### config.mk
export PLATFORM = sky130hd
export DESIGN_NAME = vga_rx_capture
export DESIGN_NICKNAME = d
export VERILOG_FILES = /design/src/rtl/vga_pkg.sv /design/src/rtl/vga_sync_edge.sv /design/src/rtl/vga_rx_capture.sv
export SDC_FILE = /design/constraint.sdc
export NUM_CORES = 1
export LEC_CHECK = 0
export ABC_AREA = 0
export BUFFER_PORTS_ARGS = -buffer_cell sky130_fd_sc_hd__buf_2
export CAP_MARGIN = 15
export CELL_PAD_IN_SITES_DETAIL_PLACEMENT = 1
export CELL_PAD_IN_SITES_GLOBAL_PLACEMENT = 2
export CORE_ASPECT_RATIO = 0.6
export CORE_MARGIN = 2
export CORE_UTILIZATION = 37
export DETAILED_ROUTE_END_ITERATION = 7
export PLACE_DENSITY_LB_ADDON = 0.1
export SLEW_MARGIN = 20
export SYNTH_ARGS = -nofsm -noshare
export SYNTH_HDL_FRONTEND = slang
export SYNTH_SLANG_ARGS = --single-unit
### constraint.sdc
create_clock -name vga_clk -period 2.6 [get_ports vga_clk]
set_input_delay 0.52 -clock vga_clk [delete_from_list [all_inputs] [get_ports vga_clk]]
set_output_delay 0.52 -clock vga_clk [all_outputs]
set_load 0.01 [all_outputs]
### src/rtl/vga_pkg.sv
// vga_pkg: shared VGA timing defaults, RGB565 field positions, capture state
// encoding and a saturating counter helper used by the capture path.
package vga_pkg;

  // Default 640x480@60 timing, in pixel clocks (horizontal) and lines (vertical)
  localparam int unsigned H_SYNC   = 96;
  localparam int unsigned H_BACK   = 48;
  localparam int unsigned H_ACTIVE = 640;
  localparam int unsigned H_FRONT  = 16;
  localparam int unsigned H_TOTAL  = H_SYNC + H_BACK + H_ACTIVE + H_FRONT;

  localparam int unsigned V_SYNC   = 2;
  localparam int unsigned V_BACK   = 33;
  localparam int unsigned V_ACTIVE = 480;
  localparam int unsigned V_FRONT  = 10;
  localparam int unsigned V_TOTAL  = V_SYNC + V_BACK + V_ACTIVE + V_FRONT;

  // RGB565 field positions
  localparam int unsigned R_MSB = 15;
  localparam int unsigned R_LSB = 11;
  localparam int unsigned G_MSB = 10;
  localparam int unsigned G_LSB = 5;
  localparam int unsigned B_MSB = 4;
  localparam int unsigned B_LSB = 0;

  typedef enum logic [1:0] {
    IDLE   = 2'd0,
    SEEK   = 2'd1,
    LOCKED = 2'd2
  } cap_state_e;

  // Position counters hold at all-ones rather than wrapping, so a missing
  // sync never aliases back into a plausible count.
  function automatic logic [9:0] sat_inc(input logic [9:0] v);
    return (v == 10'h3FF) ? v : v + 10'd1;
  endfunction

endpackage

### src/rtl/vga_sync_edge.sv
// vga_sync_edge: registers one active-low sync line through two flops and
// flags the falling edge of the first-stage value.
//   clk_i   pixel clock
//   rst_ni  asynchronous active-low reset
//   sync_i  raw sync input
//   fall_o  high for one cycle after a 1->0 transition was registered
module vga_sync_edge (
  input  logic clk_i,
  input  logic rst_ni,
  input  logic sync_i,
  output logic fall_o
);

  logic s1_q;
  logic s2_q;

  always_ff @(posedge clk_i or negedge rst_ni) begin
    if (!rst_ni) begin
      s1_q <= 1'b0;
      s2_q <= 1'b0;
    end else begin
      s1_q <= sync_i;
      s2_q <= s1_q;
    end
  end

  assign fall_o = s2_q & ~s1_q;

endmodule

### src/rtl/vga_rx_capture.sv
// vga_rx_capture: samples VGA sync + RGB565 on the pixel clock, locks to the
// frame timing and emits a coordinate-tagged pixel stream.
//   vga_clk, rst_n           pixel clock, async active-low reset
//   VSYNC_Sig, HSYNC_Sig     active-low syncs
//   vga_data                 RGB565 pixel
//   pix_valid/pix_data       captured active-area pixel (locked only)
//   pix_x/pix_y              active-area coordinates
//   sof/eol                  first pixel of frame / last pixel of line
//   locked                   capture FSM is LOCKED
//   h_err/v_err              one-cycle line/frame length error pulses
//   frame_cnt                completed error-free locked frames
module vga_rx_capture
  import vga_pkg::*;
#(
  parameter int unsigned P_H_SYNC   = H_SYNC,
  parameter int unsigned P_H_BACK   = H_BACK,
  parameter int unsigned P_H_ACTIVE = H_ACTIVE,
  parameter int unsigned P_H_FRONT  = H_FRONT,
  parameter int unsigned P_V_SYNC   = V_SYNC,
  parameter int unsigned P_V_BACK   = V_BACK,
  parameter int unsigned P_V_ACTIVE = V_ACTIVE,
  parameter int unsigned P_V_FRONT  = V_FRONT
) (
  input  logic        vga_clk,
  input  logic        rst_n,
  input  logic        VSYNC_Sig,
  input  logic        HSYNC_Sig,
  input  logic [15:0] vga_data,
  output logic        pix_valid,
  output logic [15:0] pix_data,
  output logic [9:0]  pix_x,
  output logic [9:0]  pix_y,
  output logic        sof,
  output logic        eol,
  output logic        locked,
  output logic        h_err,
  output logic        v_err,
  output logic [15:0] frame_cnt
);

  localparam logic [9:0] H_START = 10'(P_H_SYNC + P_H_BACK);
  localparam logic [9:0] H_END   = 10'(P_H_SYNC + P_H_BACK + P_H_ACTIVE);
  localparam logic [9:0] H_LAST  = 10'(P_H_SYNC + P_H_BACK + P_H_ACTIVE + P_H_FRONT - 1);
  localparam logic [9:0] V_START = 10'(P_V_SYNC + P_V_BACK);
  localparam logic [9:0] V_END   = 10'(P_V_SYNC + P_V_BACK + P_V_ACTIVE);
  localparam logic [9:0] V_LAST  = 10'(P_V_SYNC + P_V_BACK + P_V_ACTIVE + P_V_FRONT - 1);
  localparam logic [9:0] X_LAST  = 10'(P_H_ACTIVE - 1);

  logic hs_fall, vs_fall;

  vga_sync_edge u_hs_edge (.clk_i(vga_clk), .rst_ni(rst_n), .sync_i(HSYNC_Sig), .fall_o(hs_fall));
  vga_sync_edge u_vs_edge (.clk_i(vga_clk), .rst_ni(rst_n), .sync_i(VSYNC_Sig), .fall_o(vs_fall));

  cap_state_e  state_q;
  logic [15:0] data_s1_q, data_s2_q;
  logic [9:0]  h_cnt_q, v_cnt_q;
  logic        vs_pend_q, h_armed_q, v_armed_q, seek_ok_q;
  logic        pix_valid_q, sof_q, eol_q, locked_q, h_err_q, v_err_q;
  logic [15:0] pix_data_q, frame_cnt_q;
  logic [9:0]  pix_x_q, pix_y_q;

  logic        v_consume, h_err_d, v_err_d, any_err, pix_valid_d;
  logic [9:0]  pix_x_d, pix_y_d;

  // data_s2_q lines up with h_cnt_q/v_cnt_q: both describe the same pixel.
  always_comb begin
    v_consume   = hs_fall & (vs_pend_q | vs_fall);
    // At an HSYNC fall h_cnt_q still holds the index of the previous line's last pixel.
    h_err_d     = hs_fall & h_armed_q & (h_cnt_q != H_LAST);
    v_err_d     = v_consume & v_armed_q & (v_cnt_q != V_LAST);
    any_err     = h_err_d | v_err_d;
    pix_x_d     = h_cnt_q - H_START;
    pix_y_d     = v_cnt_q - V_START;
    pix_valid_d = (state_q == LOCKED) &&
                  (h_cnt_q >= H_START) && (h_cnt_q < H_END) &&
                  (v_cnt_q >= V_START) && (v_cnt_q < V_END);
  end

  always_ff @(posedge vga_clk or negedge rst_n) begin
    if (!rst_n) begin
      state_q     <= IDLE;
      data_s1_q   <= '0;
      data_s2_q   <= '0;
      h_cnt_q     <= '0;
      v_cnt_q     <= '0;
      vs_pend_q   <= 1'b0;
      h_armed_q   <= 1'b0;
      v_armed_q   <= 1'b0;
      seek_ok_q   <= 1'b0;
      pix_valid_q <= 1'b0;
      pix_data_q  <= '0;
      pix_x_q     <= '0;
      pix_y_q     <= '0;
      sof_q       <= 1'b0;
      eol_q       <= 1'b0;
      locked_q    <= 1'b0;
      h_err_q     <= 1'b0;
      v_err_q     <= 1'b0;
      frame_cnt_q <= '0;
    end else begin
      data_s1_q <= vga_data;
      data_s2_q <= data_s1_q;

      h_cnt_q <= hs_fall ? '0 : sat_inc(h_cnt_q);
      if (v_consume)    v_cnt_q <= '0;
      else if (hs_fall) v_cnt_q <= sat_inc(v_cnt_q);
      if (v_consume)    vs_pend_q <= 1'b0;
      else if (vs_fall) vs_pend_q <= 1'b1;

      // The first sync of each kind after reset/error only establishes a reference.
      if (hs_fall)   h_armed_q <= 1'b1;
      if (v_consume) v_armed_q <= 1'b1;

      h_err_q <= h_err_d;
      v_err_q <= v_err_d;

      if ((state_q == LOCKED) && v_consume && !v_err_d)
        frame_cnt_q <= frame_cnt_q + 16'd1;

      pix_valid_q <= pix_valid_d;
      pix_data_q  <= data_s2_q;
      pix_x_q     <= pix_x_d;
      pix_y_q     <= pix_y_d;
      sof_q       <= pix_valid_d && (pix_x_d == '0) && (pix_y_d == '0);
      eol_q       <= pix_valid_d && (pix_x_d == X_LAST);

      // SEEK locks only once a checked frame boundary has passed cleanly,
      // so lock needs two complete VSYNC periods after leaving IDLE.
      case (state_q)
        IDLE: begin
          if (vs_fall) begin
            state_q   <= SEEK;
            seek_ok_q <= 1'b0;
          end
        end
        SEEK: begin
          if (vs_fall && seek_ok_q && !any_err) begin
            state_q  <= LOCKED;
            locked_q <= 1'b1;
          end else if (any_err) begin
            seek_ok_q <= 1'b0;
          end else if (v_consume && v_armed_q) begin
            seek_ok_q <= 1'b1;
          end
        end
        LOCKED: begin
          if (any_err) begin
            state_q   <= IDLE;
            locked_q  <= 1'b0;
            h_armed_q <= 1'b0;
            v_armed_q <= 1'b0;
          end
        end
        default: begin
          state_q  <= IDLE;
          locked_q <= 1'b0;
        end
      endcase
    end
  end

  assign pix_valid = pix_valid_q;
  assign pix_data  = pix_data_q;
  assign pix_x     = pix_x_q;
  assign pix_y     = pix_y_q;
  assign sof       = sof_q;
  assign eol       = eol_q;
  assign locked    = locked_q;
  assign h_err     = h_err_q;
  assign v_err     = v_err_q;
  assign frame_cnt = frame_cnt_q;

endmodule

# ---- After elaboration in Yosys (flattened, before gate mapping)
# Cells that the tools add are included.
# W data, S select, Z words.
dict set report totals {
  in_bits 20
  output_inout_bits 58
  register_bits 120
  wordCells 107
}
dict set report op_classes {
  addsub 5
  reduce_logical 24
  bitwise_logic 12
  muxes 25
  magnitude_cmp 4
  eq_ne 14
}
# op count
set ops {}
lappend ops {{$mux W10} 5}
lappend ops {{$eq A10 B10 Y1 const B} 3}
lappend ops {{$add A10 B1 Y10 const B} 2}
lappend ops {{$logic_not A10 Y1} 2}
lappend ops {{$lt A10 B10 Y1 const B} 2}
lappend ops {{$ne A10 B10 Y1 const B} 2}
lappend ops {{$add A16 B1 Y16 const B} 1}
lappend ops {{$mux W1} 14}
lappend ops {{$logic_and A1 B1 Y1} 12}
lappend ops {{$ge A10 B6 Y1 const B} 1}
lappend ops {{$ge A10 B8 Y1 const B} 1}
lappend ops {{$ne A2 B2 Y1 const B} 5}
lappend ops {{$sub A10 B6 Y10 const B} 1}
lappend ops {{$sub A10 B8 Y10 const B} 1}
lappend ops {{$and A1 B1 Y1} 7}
lappend ops {{$mux W2} 3}
lappend ops {{$pmux W2 S3} 1}
lappend ops {{$reduce_and A3 Y1} 2}
lappend ops {{$reduce_bool A2 Y1} 3}
lappend ops {{$reduce_and A4 Y1} 1}
lappend ops {{$ne A3 B3 Y1 const B} 1}
lappend ops {{$not A1 Y1} 3}
lappend ops {{$pmux W1 S3} 1}
lappend ops {{$eq A2 B1 Y1 const B} 1}
lappend ops {{other kinds (7)} 9}

# ---- Depth between registers and ports, before layout
dict set report logic_depth {
  depth_word 11
  mapped_depth 7
  mapped_depth_nobuf 7
}

# ---- Cells and area by module
# Synthesis repeated with hierarchy kept, for this count alone.
dict set report hier_totals {
  hier_cells 378
  area_unflattened_um2 4662.0
}
# mod area_per_inst_um2 instances cells_each seq_area_each_um2
set by_module_without_submodules {}
lappend by_module_without_submodules {vga_rx_capture 4534.3 1 372 2902.8}
lappend by_module_without_submodules {vga_sync_edge 63.8 2 3 50.0}

# ---- Worst setup path before layout
# No wires, ideal clock.
dict set report synth_timing {
  kind {flip-flop to flip-flop}
  start {register h_cnt_q[4]}
  end {register sof_q (netlist: sof)}
  t_required_ps 2504
  n_path_buf 0
  slack_ps 683
  path_stages_with_launch 8
  arrival_ps 1821
  setup_ps 96
  synth_period_minus_slack_ps 1917
  path_cell_list {dfrtp_1 > inv_1 > ha_1 > nand2b_1 > nand2_1 > xor2_1 > or4b_2 > nor4_2}
}
dict set report synth_between {
  elab_cells_between_ends 10
  cone_classes {add/sub (1); order compare (2); reduce/logical (7)}
}
# item line_no
set synth_lines {}
lappend synth_lines {{start, declared} vga_rx_capture.sv:56} ;# logic [9:0] h_cnt_q, v_cnt_q;
lappend synth_lines {{start signal, assigned} vga_rx_capture.sv:104} ;# h_cnt_q <= hs_fall ? '0 : sat_inc(h_cnt_q);
lappend synth_lines {{$sub A10 B8 Y10} vga_rx_capture.sv:72} ;# pix_x_d = h_cnt_q - H_START;
lappend synth_lines {{named net pix_x_d[4]} vga_rx_capture.sv:63} ;# logic [9:0] pix_x_d, pix_y_d;
lappend synth_lines {{$logic_not A10 Y1} vga_rx_capture.sv:124} ;# sof_q <= pix_valid_d && (pix_x_d == '0) && (pix_y_d == '0);
lappend synth_lines {{$logic_and A1 B1 Y1 (2 in a row)} vga_rx_capture.sv:124}
lappend synth_lines {{end signal, assigned} vga_rx_capture.sv:124}
lappend synth_lines {{end, declared} vga_rx_capture.sv:58} ;# logic pix_valid_q, sof_q, eol_q, locked_q, h_err_q, v_err_q;
# The timed path passes the listed nets, and every way through them passes these cells.
# A chain may end at the register's enable or synchronous reset.

# ---- Worst setup path in the final report
dict set report layout_timing {
  start {register v_cnt_q[0]}
  end {register sof_q (netlist: sof)}
}
dict set report layout_between {
  elab_chain_len 5
  elab_cells_between_ends 8
  cone_classes {add/sub (1); order compare (2); reduce/logical (5)}
}
# item line_no
set layout_rtl {}
lappend layout_rtl {{start, declared} vga_rx_capture.sv:56}
lappend layout_rtl {{start signal, assigned} vga_rx_capture.sv:106} ;# else if (hs_fall) v_cnt_q <= sat_inc(v_cnt_q);
lappend layout_rtl {{parallel branches: the longest is 4 deep, another holds $sub A10 B6 Y10} --}
lappend layout_rtl {{$logic_and A1 B1 Y1 *} vga_rx_capture.sv:124}
# Mark *: on every way between the ends.

==> results.txt <==
----------------------------------------------------
[Detailed routing]
  Number of DRC violations after detailed-routing iteration 0 ... 137
  Number of optimization iterations in the first detailed-route pass ... 4
  Avg WL per Cell ... 16.3 um
  WL final ... 10200 um
  Via density per instance ... 4.83
  Antenna-violating nets left ... 0
  DR vias ... 3032
  Remaining design rule violation count ... 0

[Worst setup path]
  Critical path endpoint category ... register
  Startpoint type of the worst setup path ... register
  Max Fanout on Critical Path ... 14
  Worst EP arrival ... 2620 ps
  Required time of the worst setup path ... 2910 ps
  Max stage delay on crit path ... 540 ps
  Crit-path leading delay family ... simple AND/OR/NAND/NOR gates
  Slowest library cell on the worst path ... sky130_fd_sc_hd__ha_1
  Critical path class ... reg -> reg
  Buffers and inverters on the worst path ... 0
  Worst reg2reg path startpoint ... v_cnt_q[0]
  Worst path cell trace ... ha_1, or4_1, a21boi_0, o21a_1, or4_4, nor4_2
  Worst setup path start ... v_cnt_q[0]

[Finish]
  Layout net count ... 479
  Layout cell share with drive strength beyond 1 ... 0.268
  Final core utilization ... 0.473
  Non-filler cells, final ... 628
  Area taken by flip-flops and latches ... 3000 um^2
  Layout Cell Area excl Fill ... 5700 um^2
  Combined area of the multi-input logic cells ... 1450 um^2
  Antenna diodes ... 0
  Fillers ... 1277
  Layout overhead on the synthesized area ... 24.6%

[Die]
  Initial standard-cell utilization of the core ... 0.379
  Die Footprint ... 13300 um^2
  Area of the placeable core ... 12100 um^2
  Number of cell rows ... 31
  Die extent in y ... 90.1 um
  Horiz. Die Dim ... 148 um
  Top-Level Pins ... 78

[Timing]
  Worst-case clock skew ... 8.98 ps
  Final-layout setup total negative slack ... 0 ps
  Final worst-path cycle share ... 0.890
  RSZ-0062 raised after global routing ... false
  Final setup violating endpoints ... 0
  Fmax ... 432 MHz
  Final Max Slew Viols ... 0
  Final worst path period need ... 2310 ps
  Count of endpoints failing hold in the final timing report ... 0
  Headroom to the max-slew limit ... 0.439
  Transition time of the tightest slew-check pin ... 833 ps

[Global route]
  Global-route wire length before repair ... 16900 um
  Initial antenna violation count ... 0
  Gr usage total ... 0.168
  Via count of the first global-routing pass ... 3125
  Final global-route overflow total ... 0
  Pin count of the biggest net entering global routing ... 49

[Placed design]
  Placed wire-length estimate ... 7200 um
  Buffers on Ports ... 77
  Instance area at placement ... 5150 um^2
  Number of cells after detailed placement ... 596
  Routability congestion estimate from global placement ... 0.786

[Logic synthesis]
  Synth async-reset ratio ... 1.00
  Syn_area_per_cell ... 12.5 um^2
  Sequential area share after synthesis ... 0.656
  Cell taking the most area after synthesis ... sky130_fd_sc_hd__dfrtp_1
  Synth cell count leaders ... 120 x sky130_fd_sc_hd__dfrtp_1, 30 x sky130_fd_sc_hd__nor2_1, 26 x sky130_fd_sc_hd__nand2_1
  Syn. warnings ... 0
  Most common cell in the netlist ... sky130_fd_sc_hd__dfrtp_1
  Count of distinct cell types in the synthesized netlist ... 54
  Flip-flop and latch count after synthesis ... 120
  Prevailing post-synth register cell ... sky130_fd_sc_hd__dfrtp_1
  Synthesized area ... 4580 um^2
  Top cells by area, synth ... sky130_fd_sc_hd__dfrtp_1 66%, sky130_fd_sc_hd__xnor2_1 4.4%, sky130_fd_sc_hd__ha_1 2.5%
  Top cell type's share of synthesized area ... 0.656
  Gate count of the mapped netlist ... 367
  Net count of the mapped netlist ... 396
  EDFF count, synth ... 0

[CTS]
  Clock tree from TritonCTS ... done
  Buffers inserted by post-CTS timing repair ... 0
  Hold buffer count at CTS ... 0
  Clock buffers created by TritonCTS ... 17
  Buffer depth of the longest clock path ... 2
  Clock latency on the worst-skew pair ... 400 ps
  H-tree level count ... 4
  Clk pin slew, worst setup/hold paths ... 60 ps
  Number of sinks handled by clock tree synthesis ... 120
  Post-cts resize count ... 0
  Clock root buffer ... sky130_fd_sc_hd__clkbuf_16

[Pwr]
  Power density normalized to cell area ... 820 nW/um^2
  Peak VDD IR ... 0.000463 V
  Leakage power total ... 2.57 nW

[Flow run]
  Number of maximum-capacitance violations ... 0

[Min path]
  Hold Path Class ... in -> async

[Outcome]
  Status ... completed

----------------------------------------------------
## worst paths after layout
path | end | slack [ps] | depth (start not counted)
setup / recovery | sof | 290 | 6
hold / removal | data_s1_q[1] | 130 | 1
setup reg to reg | sof | 290 | 6
hold reg to reg | pix_data[8] | 350 | 0
max in group asynchronous | pix_y[4] | 1840 | 2
min in group vga_clk | data_s1_q[11] | 210 | 1
## registers in the layout (all words and copies together), names as in the netlist, 2 cells and up
register	cells
pix_y	10
frame_cnt	16
h_cnt_q	10
pix_data	16
pix_x	10
v_cnt_q	10
data_s2_q	16
state_q	2
data_s1_q	16
## worst register-to-register path, cell delays in order (launching register included)
cell and delay (ps):
sky130_fd_sc_hd__dfrtp_1 440, sky130_fd_sc_hd__ha_1 540, sky130_fd_sc_hd__or4_1 250, sky130_fd_sc_hd__a21boi_0 100
sky130_fd_sc_hd__o21a_1 220, sky130_fd_sc_hd__or4_4 430, sky130_fd_sc_hd__nor4_2 250
## layer usage
layer | GRT usage | vias up | wire (um)
li1 | - | 1429 | -
met1 | 0.263 | 1539 | 5540
met2 | 0.210 | 60 | 4070
met3 | 0.0624 | 4 | 555
met4 | 0.0481 | 0 | 47
met5 | 0 | - | 0
## layout make-up
class	instances	area share
Sequential cell	120	0.527
Inverter	12	0.00790
Multi-Input combinational cell	218	0.254
Clock inverter	13	0.0193
Timing Repair Buffer	81	0.0777
Clock buffer	19	0.0777
Tap cell	165	0.0362
## placed cells by master (no fill, tap or decap), types with 3 or more instances in the layout
cell type | Yosys | routed
sky130_fd_sc_hd__a21oi_1 | 6 | 6
sky130_fd_sc_hd__a31oi_1 | 4 | 4
sky130_fd_sc_hd__a41oi_1 | 3 | 3
sky130_fd_sc_hd__and2_1 | 4 | 4
sky130_fd_sc_hd__and3_1 | 7 | 7
sky130_fd_sc_hd__buf_2 | 5 | 76
sky130_fd_sc_hd__buf_4 | 0 | 3
sky130_fd_sc_hd__clkbuf_16 | 0 | 17
sky130_fd_sc_hd__clkinv_4 | 0 | 3
sky130_fd_sc_hd__dfrtp_1 | 120 | 120
sky130_fd_sc_hd__ha_1 | 9 | 9
sky130_fd_sc_hd__inv_1 | 12 | 12
sky130_fd_sc_hd__inv_6 | 0 | 6
sky130_fd_sc_hd__nand2_1 | 26 | 26
sky130_fd_sc_hd__nand3_1 | 12 | 12
sky130_fd_sc_hd__nand4_1 | 13 | 13
sky130_fd_sc_hd__nor2_1 | 30 | 30
sky130_fd_sc_hd__nor2b_1 | 6 | 6
sky130_fd_sc_hd__nor3_1 | 8 | 8
sky130_fd_sc_hd__nor3b_1 | 6 | 6
sky130_fd_sc_hd__o21a_1 | 3 | 3
sky130_fd_sc_hd__o21ai_0 | 7 | 7
sky130_fd_sc_hd__o31ai_1 | 3 | 3
sky130_fd_sc_hd__xnor2_1 | 23 | 23
sky130_fd_sc_hd__xor2_1 | 12 | 12
## cells by family after synthesis
family / synth area share
and+or+nand+nor: 0.161
DFF: 0.656
AOI/OAI and AO/OA: 0.0602
xor gates and xnor gates: 0.0670
buffers and inverters: 0.0268
adders and majority gates: 0.0246
muxes: 0.00465
## stage by stage
step	power [mW]	setup slack [ps]	hold slack, ps
floorplan	2.33	683	224
global placement	2.52	414	331
detailed placement	2.54	299	336
CTS	4.73	297	140
global route	4.89	132	172
finish	4.67	287	128
## power breakdown
part	switching [mW]	internal (mW)	leakage (nW)
clock	0.905	1.27	0.268
sequential	0.100	2.01	1.45
combinational	0.232	0.156	0.852
Note: power is estimated with default switching activity, not from simulation.
